### src/rtl/fifo_pkg.sv
// fifo_pkg: shared defaults and width helper for the fifo read-side adapter
package fifo_pkg;
  localparam int DEFAULT_DATA_LEN = 16;
  function automatic int cnt_len(input int depth);
    return $clog2(depth + 1);
  endfunction
endpackage

### src/rtl/fifo_fwft_adapter.sv
// fifo_fwft_adapter: turns the FIFO pop-then-data read port into a first-word-fall-through valid/ready stream
module fifo_fwft_adapter
  import fifo_pkg::*;
#(
  parameter int DATA_LEN  = DEFAULT_DATA_LEN,
  parameter int BUF_DEPTH = 3,
  parameter int CNT_LEN   = cnt_len(BUF_DEPTH)
) (
  input  logic                clk,
  input  logic                reset,
  input  logic [DATA_LEN-1:0] fifo_data_out,
  input  logic                fifo_rd_empty,
  output logic                fifo_rd_en,
  output logic [DATA_LEN-1:0] out_data,
  output logic                out_valid,
  input  logic                out_ready,
  output logic [CNT_LEN-1:0]  occupancy
);
  localparam int PTR_LEN = $clog2(BUF_DEPTH);
  localparam logic [CNT_LEN:0] DEPTH_W = (CNT_LEN + 1)'(BUF_DEPTH);
  localparam logic [PTR_LEN-1:0] LAST = PTR_LEN'(BUF_DEPTH - 1);
  logic [DATA_LEN-1:0] mem [BUF_DEPTH];
  logic [PTR_LEN-1:0] rd_ptr, wr_ptr;
  logic [CNT_LEN-1:0] count;
  logic inflight, pop;
  always_comb begin
    fifo_rd_en = !reset && !fifo_rd_empty && (({1'b0, count} + (CNT_LEN + 1)'(inflight)) < DEPTH_W);
    out_valid  = !reset && (count != '0);
    occupancy  = reset ? '0 : count;
    out_data   = mem[rd_ptr];
    pop        = out_valid && out_ready;
  end
  always_ff @(posedge clk) begin
    if (reset) begin
      rd_ptr   <= '0;
      wr_ptr   <= '0;
      count    <= '0;
      inflight <= 1'b0;
    end else begin
      inflight <= fifo_rd_en;
      count    <= count + CNT_LEN'(inflight) - CNT_LEN'(pop);
      if (inflight) begin
        mem[wr_ptr] <= fifo_data_out;
        wr_ptr      <= (wr_ptr == LAST) ? '0 : wr_ptr + 1'b1;
      end
      if (pop) rd_ptr <= (rd_ptr == LAST) ? '0 : rd_ptr + 1'b1;
    end
  end
endmodule

### config.mk
export PLATFORM = sky130hd
export DESIGN_NAME = fifo_fwft_adapter
export DESIGN_NICKNAME = d
export VERILOG_FILES = /design/src/rtl/fifo_pkg.sv /design/src/rtl/fifo_fwft_adapter.sv
export SDC_FILE = /design/constraint.sdc
export NUM_CORES = 1
export LEC_CHECK = 0
export BUFFER_PORTS_ARGS = -buffer_cell sky130_fd_sc_hd__buf_2
export CORE_MARGIN = 4
export CORE_UTILIZATION = 57
export CTS_BUF_LIST = sky130_fd_sc_hd__clkbuf_8
export DETAILED_ROUTE_END_ITERATION = 7
export PLACE_DENSITY = 0.93
export SETUP_SLACK_MARGIN = 0.15
export SLEW_MARGIN = 20
export SYNTH_ARGS = -nofsm -noshare
export SYNTH_HDL_FRONTEND = slang
export SYNTH_SLANG_ARGS = --single-unit
### constraint.sdc
create_clock -name clk -period 3.39 [get_ports clk]
set_clock_uncertainty 0.15 [all_clocks]
set_input_delay 0.5085 -clock clk [delete_from_list [all_inputs] [get_ports clk]]
set_output_delay 0.5085 -clock clk [all_outputs]
set_load 0.005 [all_outputs]
=== Word-level counts from Yosys, hierarchy flattened ===
Memory sizes are Yosys's and may differ from the RTL's. A register that Yosys moved wholly into a read port is not among the register bits.
Index checks and enable logic that the tools add are counted.

* Shifts and indexed selects: 0
* Multiplexer cells: 8
* Equal/unequal tests: 2
* Magnitude comparators: 1
* Divide/modulo/power cells: 0
* Reduce and logical (&&, ||, !) cells: 7
* $add $sub $neg: 5
* Bitwise operators: 0
* $mul: 0

{| class="wikitable"
|+ Operator list
! cell !! number
|-
| 2-bit two-way mux || 5
|-
| 2-bit by 1-bit adder with 2-bit output, second input constant || 2
|-
| 2-bit equality test, second input constant || 2
|-
| 1-bit logical AND || 4
|-
| 2-bit by 1-bit adder with 3-bit output || 1
|-
| 3-bit by 2-bit less-than comparator with 1-bit output, second input constant || 1
|-
| 1-bit two-way mux || 3
|-
| 2-bit by 1-bit adder with 2-bit output || 1
|-
| 1-bit zero test || 2
|-
| 2-bit nonzero test || 1
|-
| 2-bit by 1-bit subtractor with 2-bit output || 1
|}

* Logic and storage cells: 28
* RAM bits: 48
* Register bits: 7
* ROM bits: 0
* Latch bits: 0
* Memories: 1

{| class="wikitable"
|+ Memories
! name !! depth !! width !! rd ports !! clocked after Yosys merged registers in !! wr ports !! RTL line !! text
|-
| mem || 3 || 16 || 1 || 1 || 1 || fifo_fwft_adapter.sv:22 || <nowiki>logic [DATA_LEN-1:0] mem [BUF_DEPTH];</nowiki>
|}

=== Logic depth before layout (Yosys ltp) ===
* Depth in word-level cells: 5
* Depth in mapped cells: 6
* Mapped depth without buffers: 6

=== Least setup slack after synthesis ===
No wires, ideal clock.

* Kind: in2reg
* Start: input reset
* End: memory mem[1][0] in the netlist's numbering, enable pin
* Data arrival time: 1.933 ns
* Slack: 0.895 ns
* Cell stages on the path: 2
* Setup time: 0.413 ns
* Cell sequence: nand2b_1 > nor3b_1

* Word-level cells in the longest chain between the ends: 2

{| class="wikitable"
|+ RTL lines
! what !! RTL line !! text
|-
| from (decl) || fifo_fwft_adapter.sv:10 || <nowiki>input logic reset,</nowiki>
|-
| 1-bit two-way mux || fifo_fwft_adapter.sv:34 || <nowiki>if (reset) begin</nowiki>
|-
| 1-bit two-way mux (implied by the code) || fifo_fwft_adapter.sv:43 || <nowiki>mem[wr_ptr] <= fifo_data_out;</nowiki>
|-
| to (decl) || fifo_fwft_adapter.sv:22 ||
|}

No other way between the ends.

=== Worst setup path after layout ===
* Start: register inflight
* End: output fifo_rd_en

* Word-level cells in the longest chain between the ends: 3

{| class="wikitable"
|+ RTL lines
! what !! RTL line !! text
|-
| from (decl) || fifo_fwft_adapter.sv:25 || <nowiki>logic inflight, pop;</nowiki>
|-
| from (signal assigned) || fifo_fwft_adapter.sv:40 || <nowiki>inflight <= fifo_rd_en;</nowiki>
|-
| 2-bit by 1-bit adder with 3-bit output || fifo_fwft_adapter.sv:27 || <nowiki>fifo_rd_en = !reset && !fifo_rd_empty && (({1'b0, count} + (CNT_LEN + 1)'(inflight)) < DEPTH_W);</nowiki>
|-
| 3-bit by 2-bit less-than comparator with 1-bit output || fifo_fwft_adapter.sv:27 ||
|-
| 1-bit logical AND || fifo_fwft_adapter.sv:27 ||
|-
| to (decl) || fifo_fwft_adapter.sv:13 || <nowiki>output logic fifo_rd_en,</nowiki>
|}

No other way between the ends.

==> results.json <==
{
  "die_y_um": 70.4,
  "io_pins": 40,
  "dp.cells": 231,
  "fillers": 227,
  "core-area_um2": 3720,
  "htreeDepth": 3,
  "grt_usage_pct": 19.3,
  "cts_resized": 0,
  "die_w_um": 70.4,
  "clock.fmax_mhz": 387,
  "drc_errors": 0,
  "worstMarginPinSlew_ns": 0.942,
  "crit_required_ns": 2.73,
  "hold_start": "fifo_rd_empty",
  "ys_seq_area_share_pct": 73.0,
  "r2r-start": "count[1]$_SDFF_PP0_",
  "path_clk_slew_ns": 0.07,
  "cts_buffer_depth": 2,
  "nets": 217,
  "setup_slack_ns": 0.808,
  "rrSetupSlack_ns": 1.71,
  "cts_buffers": 9,
  "row_count": 22,
  "area_growth_syn_to_layout_pct": 21.6,
  "ant_nets": 0,
  "fin_hold_ws_ns": 0.209,
  "place_ws_ns": 1.16,
  "ys_warn_count": 0,
  "setup_violations": 0,
  "synth_ff_type": "edfxtp_1",
  "relSlewSlack_pct": 37.1,
  "status": "finished, final reports clean",
  "cp-end-kind": "primary output",
  "gp_congestion": 0.695,
  "synthArstFlopShare_pct": 0,
  "dr_total_vias": 1384,
  "cts-root-buf": "clkbuf_8",
  "drv_cap": 0,
  "power.density_nw_per_um2": 608,
  "io_buffers": 39,
  "cp-start-kind": "flip-flop",
  "finalWirelength_mm": 4.33,
  "grt_max_degree": 33,
  "p_leak_nw": 0.951,
  "dr.first_iter.drc_count": 115,
  "irDropWorstVdd_mv": 0.443,
  "fin_cells": 247,
  "dr.pass1.iters": 4,
  "worst-setup-path-type": "reg2out",
  "cts_hold_buffers": 0,
  "grt.overflow.total": 0,
  "via_per_inst": 5.60,
  "grt_pass1_vias": 1472,
  "netlist_area_um2": 2220,
  "synth-edff-count": 48,
  "final_common_cell": "edfxtp_1",
  "finalSetupTns_ns": 0,
  "final_cell_mix": "edfxtp_1 (48), buf_2 (39), nand2_1 (20), mux2i_1 (17), o21ai_0 (16)",
  "drv_slew": 0,
  "place.detailed.hpwl_mm": 2.69,
  "avgSynthCellArea_um2": 15.0,
  "cp_max_fo": 8,
  "finalCritPeriodShare_pct": 76.2,
  "initial_core_util_pct": 59.8,
  "rsz0062_at_grt": "no",
  "clock_sinks": 57,
  "postCtsSetupBuffers": 0,
  "p_total_mw": 1.64,
  "hp-class": "in2reg",
  "drive_above_1_share_pct": 32.7,
  "n_antenna_cell": 0,
  "syn_inst": 148,
  "crit_arrival_ns": 1.92,
  "wl_per_cell_um": 17.5,
  "clk_latency_ns": 0.33,
  "ys_types": 26,
  "dieArea_um2": 4960,
  "antenna_found_initial": 0,
  "grt_first_pass_wirelength_mm": 7.04,
  "cts_tree": "done",
  "synth-seq-cells": 57,
  "startpoint": "inflight$_SDFF_PP0_",
  "period_minus_slack_ns": 2.58,
  "synth_nets": 171,
  "hold_violations": 0
}
routing by layer:
metal	share of wire (%)	global-route usage, %	vias up
li1	-	-	641
met1	40	21.1	684
met2	51	32.6	46
met3	6.2	6.76	13
met4	3.0	10.0	0
met5	0	0	-
critical path, cell delays in order (launching register included):
cell	delay, ns
dfxtp_1	0.51
ha_1	0.21
ha_1	0.23
a2111oi_0	0.45
buf_2	0.19
flip-flops by register name, indices dropped and copies added (netlist names), named ones only:
name / cells
wr_ptr: 2
count: 2
mem: 48
inflight: 1
rd_ptr: 2
logic make-up after synthesis:
family          synth area share, %
flops                          73.0
simple gates                   8.00
compound gates                 6.36
mux                            8.67
buf+inv                        1.91
fa+ha+maj                      1.69
xor+xnor                      0.394
worst paths after layout:
check                        endpoint  cells past startpoint
hold reg to reg             flip-flop                      2
setup / recovery           fifo_rd_en                      4
setup reg to reg  count[1]$_SDFF_PP0_                      6
hold / removal    inflight$_SDFF_PP0_                      2
final cells by class:
type	instances	area, µm²	share of cell area [%]
sequential	57	1620	60.0
multi-input combinational	84	573	21.2
timing repair buffer	42	218	8.06
clock buffer	10	138	5.09
clock inverter	6	91.3	3.38
tap	48	60.1	2.22
power by group:
group          switching (mW)  internal, mW  leakage [nW]
registers              0.0311         0.780         0.508
logic                  0.0591        0.0672         0.338
clock network           0.271         0.434         0.105
total                   0.361          1.28         0.951
Yosys cell counts (2+ instances only):
cell | instances | area (µm²)
mux2i_1 | 17 | 170
a2111oi_0 | 2 | 17.5
nor2b_1 | 3 | 18.8
dfxtp_1 | 9 | 180
clkbuf_1 | 3 | 11.3
nand2_1 | 20 | 75.1
o21ai_0 | 16 | 80.1
ha_1 | 3 | 37.5
nor3b_1 | 2 | 15.0
buf_4 | 2 | 15.0
nand2b_1 | 2 | 12.5
edfxtp_1 | 48 | 1440
nor2_1 | 4 | 15.0
a21oi_1 | 5 | 25.0
per-stage QoR:
stage | util, % | instance area, µm²
final | 72.7 | 2700
after global routing | 72.7 | 2700
after CTS | 72.7 | 2700
after detailed placement | 66.5 | 2470
after global placement | 66.5 | 2470
after floorplan | - | 2220
Power figures use the tool's default switching activity.
